**src/rtl/datapath.sv**
```systemverilog
// -----------------------------------------------------------------------------
// datapath -- execute stage of the small accumulator microprocessor.
//
// Owns the architectural data state: accumulator A, register B, carry flag C
// and the output port register. Each instruction executes in a single cycle.
// Decode is combinational from `inst`, and all state updates on the rising
// edge that ends the instruction's cycle. Jump opcodes (JMP/JC) are handled by
// the control logic, so here they only hold state and drop out_strobe.
//
// Ports
//   clk        in   1           sole clock, rising edge
//   rst        in   1           synchronous active-high reset, clears all state
//   inst       in   INST_WIDTH  current instruction word
//   alu_cout   out  1           registered carry flag C (feeds the JC decision)
//   out        out  DATA_WIDTH  output port register, loaded by OUT
//   out_strobe out  1           high for the cycle after each OUT
//   acc        out  DATA_WIDTH  current accumulator value (debug/verification)
// -----------------------------------------------------------------------------
module datapath #(
    parameter int INST_WIDTH   = 8,
    parameter int OPCODE_WIDTH = 4,
    parameter int DATA_WIDTH   = 4
) (
    input  logic                  clk,
    input  logic                  rst,
    input  logic [INST_WIDTH-1:0] inst,
    output logic                  alu_cout,
    output logic [DATA_WIDTH-1:0] out,
    output logic                  out_strobe,
    output logic [DATA_WIDTH-1:0] acc
);

    localparam int OPERAND_WIDTH = INST_WIDTH - OPCODE_WIDTH;

    typedef enum logic [1:0] {
        SUBOP_LDI  = 2'b00,
        SUBOP_ADDI = 2'b01,
        SUBOP_ADDB = 2'b10,
        SUBOP_MISC = 2'b11   // operand bit 0 selects MOVB (0) or OUT (1)
    } subop_e;

    // Architectural state
    logic [DATA_WIDTH-1:0] r_a;
    logic [DATA_WIDTH-1:0] r_b;
    logic                  r_c;
    logic [DATA_WIDTH-1:0] r_out;
    logic                  r_out_strobe;

    // Decode
    logic                  w_is_jump;
    subop_e                w_subop;
    logic                  w_sel_bit;
    logic [DATA_WIDTH-1:0] w_imm;
    logic [DATA_WIDTH-1:0] w_addend;
    logic [DATA_WIDTH:0]   w_sum;

    assign w_is_jump = inst[INST_WIDTH-1] | inst[INST_WIDTH-2];
    assign w_subop   = subop_e'(inst[INST_WIDTH-3 -: 2]);
    assign w_sel_bit = inst[0];

    // Immediate: operand field zero-extended or truncated to DATA_WIDTH.
    genvar gi;
    generate
        for (gi = 0; gi < DATA_WIDTH; gi++) begin : g_imm
            if (gi < OPERAND_WIDTH) begin : g_bit
                assign w_imm[gi] = inst[gi];
            end else begin : g_zero
                assign w_imm[gi] = 1'b0;
            end
        end
    endgenerate

    // One shared adder: ADDB adds B, ADDI adds the immediate. The extra top
    // bit of the sum is the carry-out of bit DATA_WIDTH-1.
    assign w_addend = (w_subop == SUBOP_ADDB) ? r_b : w_imm;
    assign w_sum    = {1'b0, r_a} + {1'b0, w_addend};

    always_ff @(posedge clk) begin
        if (rst) begin
            // Reset wins over whatever instruction is on inst this cycle.
            r_a          <= '0;
            r_b          <= '0;
            r_c          <= 1'b0;
            r_out        <= '0;
            r_out_strobe <= 1'b0;
        end else begin
            r_out_strobe <= 1'b0;
            if (!w_is_jump) begin
                case (w_subop)
                    SUBOP_LDI: begin
                        r_a <= w_imm;
                    end
                    SUBOP_ADDI, SUBOP_ADDB: begin
                        r_a <= w_sum[DATA_WIDTH-1:0];
                        r_c <= w_sum[DATA_WIDTH];
                    end
                    SUBOP_MISC: begin
                        if (w_sel_bit) begin
                            r_out        <= r_a;
                            r_out_strobe <= 1'b1;
                        end else begin
                            r_b <= r_a;
                        end
                    end
                    default: begin
                    end
                endcase
            end
        end
    end

    // C is returned straight from its flop so the control logic's PC-load
    // path never depends on this cycle's adder.
    assign alu_cout   = r_c;
    assign out        = r_out;
    assign out_strobe = r_out_strobe;
    assign acc        = r_a;

endmodule

```
**config.mk**
```make
export PLATFORM = sky130hd
export DESIGN_NAME = datapath
export DESIGN_NICKNAME = d
export VERILOG_FILES = /design/src/rtl/datapath.sv
export SDC_FILE = /design/constraint.sdc
export NUM_CORES = 1
export LEC_CHECK = 0
export CAP_MARGIN = 5
export CORE_UTILIZATION = 50
export DETAILED_ROUTE_END_ITERATION = 8
export GPL_ROUTABILITY_DRIVEN = 0
export PLACE_DENSITY = 0.93
export SYNTH_ARGS = -nofsm -noshare
export SYNTH_HDL_FRONTEND = slang
export SYNTH_SLANG_ARGS = --single-unit
```
**constraint.sdc**
```tcl
create_clock -name clk -period 5.5 [get_ports clk]
set_input_delay 1.1 -clock clk [delete_from_list [all_inputs] [get_ports clk]]
set_output_delay 1.1 -clock clk [all_outputs]
set_load 0.1 [all_outputs]
```
==> metrics.csv <==
metric,value,unit
period_share,56.84,%
cp.required,5710,ps
initial_utilization,56.83,%
grt_pass1_vias,667,
slew_headroom,35.32,%
power_density,242.0,mW/mm^2
startpoint,inst[5],
die_w,41.64,um
drv_slew,0,
r2r_slack,3720,ps
antenna_cells,0,
r2r_end,acc[1],
synth-warning-count,0,
final_nets,119,
drcViolationCount,0,
multi_input_area,467.9,um^2
regArea,280.3,um^2
fp-row-count,13,
synthesis.nets,98,
mostFrequentLayoutCell,clkdlybuf4s50_1,
p_leak,0.3819,nW
dp_hpwl,1271,um
grt_overflow,0,
setup_viol,0,
grt_usage,21.51,%
layout_common_cells,"clkdlybuf4s50_1 (19), dfxtp_1 (14), nor2_1 (13)",
synth_cells,80,
syn2layout_area_growth,29.30,%
criticalPathCategory,in2reg,
ys_ff_latch,14,
hold_buffers,0,
cts_sinks,14,
clock_latency,290,ps
synth_flop_cell,dfxtp_1,
cp_max_fo,4,
irDropWorstVdd,0.1808,mV
cts_tree,done,
grt_first_pass_wirelength,2822,um
synthArstFlopShare,0,%
period_minus_slack,3126,ps
drive_gt1_share,11.00,%
status,finished clean,
dpl_worst_slack,2115,ps
final.setup.tns,0,ps
cts_setup_buffers,0,
core_area,0.001383,mm^2
postRouteAntennaNets,0,
grt_max_degree,15,
root_buffer,clkbuf_4,
vias_per_cell,5.739,
wl_per_cell,14.64,um
fmax,0.3199,GHz
avgSynthCellArea,9.822,um^2
reg2reg_depth,7,
crit_arrival,3330,ps
cts_buffers,3,
vias,660,
finalHoldViolCount,0,
endpoint,acc[1],
tightestPinTransition,967.1,ps
htree_levels,1,
nFillCells,100,
synth_edf_count,0,
hold_class,reg2reg,
rsz0062_at_grt,false,
drv_cap,0,
boundaryPins,20,
clockBufferDepth,2,
syn-cell-area,785.8,um^2
wirelength,1684,um
drtIter0Drc,15,
post_cts_resized,0,
numPortBuffers,19,
worst_hold_slack,495.3,ps
die-area,0.001734,mm^2
antenna_found_initial,0,
end_kind,flip-flop,
ys_types,24,
skew,7.920,ps
ys_seq_area_share,35.67,%
clk_pin_slew_worst_paths,90,ps
reg2reg_from,r_b[0],
layout_setup_ws,2374,ps
firstDrtPassIters,4,
die_h,41.64,um
cp-start-kind,input pin,
## Yosys cell counts, types with 2 or more instances
| library cell | instances | area (um^2) |
|---|---|---|
| o21ai_0 | 3 | 15.01 |
| nand2_1 | 2 | 7.510 |
| inv_1 | 6 | 22.52 |
| nor2_1 | 13 | 48.80 |
| nor2b_1 | 2 | 12.51 |
| mux2_2 | 4 | 45.04 |
| clkbuf_1 | 2 | 7.510 |
| dfxtp_1 | 14 | 280.3 |
| a21oi_1 | 3 | 15.01 |
| ha_1 | 7 | 87.58 |
| mux2i_1 | 9 | 90.09 |
| a211oi_1 | 3 | 22.52 |
## cell type report
type	count	share of cell area, %
Multi-Input combinational cell	57	46.06
Tap cell	15	1.847
Timing Repair Buffer	19	18.72
Sequential cell	14	27.59
Clock buffer	4	3.571
Inverter	6	2.217
## registers in the layout, summed over array words and instances, names as in the netlist
register / count
acc: 4
out: 4
r_b: 4
alu_cout: 1
out_strobe: 1
## how the worst min path moves through the flow
stage | start | endpoint | slack (ps) | depth (start not counted)
after CTS | out[1] | out[1] | 510 | 2
after global routing | r_b[2] | r_b[2] | 540 | 2
after detailed placement | out[1] | out[1] | 490 | 2
final | out[1] | out[1] | 500 | 2
after global placement | r_b[3] | r_b[3] | 470 | 2
after floorplan | r_b[0] | r_b[0] | 450 | 2
## worst max-delay path: stages
cell	delay, ps
clkdlybuf4s50_1	490
ha_1	280
mux2_2	370
ha_1	200
inv_1	80
fa_1	400
nor2_1	140
a21oi_1	60
a211oi_1	220
## layer usage
layer / GRT usage [%] / wire (um)
met5: 0 / 0
met4: 15.48 / 29
met3: 5.652 / 114
met2: 32.81 / 832
met1: 25.89 / 707
## power breakdown
part	leakage, nW	switching [mW]	internal (mW)
sequential	0.114	0.00370	0.104
clock	0.0210	0.0349	0.0403
combinational	0.247	0.0396	0.0233
## metrics by stage
step,std cells,power [mW],cell area (um^2),utilization (%)
floorplan,80,0.1522,785.8,-
global placement,111,0.1699,979.7,70.86
detailed placement,111,0.1724,979.7,70.86
CTS,115,0.2450,1016,73.48
global route,115,0.2567,1016,73.48
finish,115,0.2458,1016,73.48
## cell families (layout without fill, tap and decap cells)
| logic type | count (synthesis) | count (layout) | synth area share [%] |
|---|---|---|---|
| adders and majority gates | 8 | 8 | 13.69 |
| AOI/OAI and AO/OA | 11 | 11 | 8.757 |
| muxes | 13 | 13 | 17.20 |
| DFF | 14 | 14 | 35.67 |
| buffers and inverters | 9 | 29 | 4.778 |
| and+or+nand+nor | 23 | 23 | 17.67 |
| xor gates and xnor gates | 2 | 2 | 2.230 |
(Power assumes the default switching activity.)
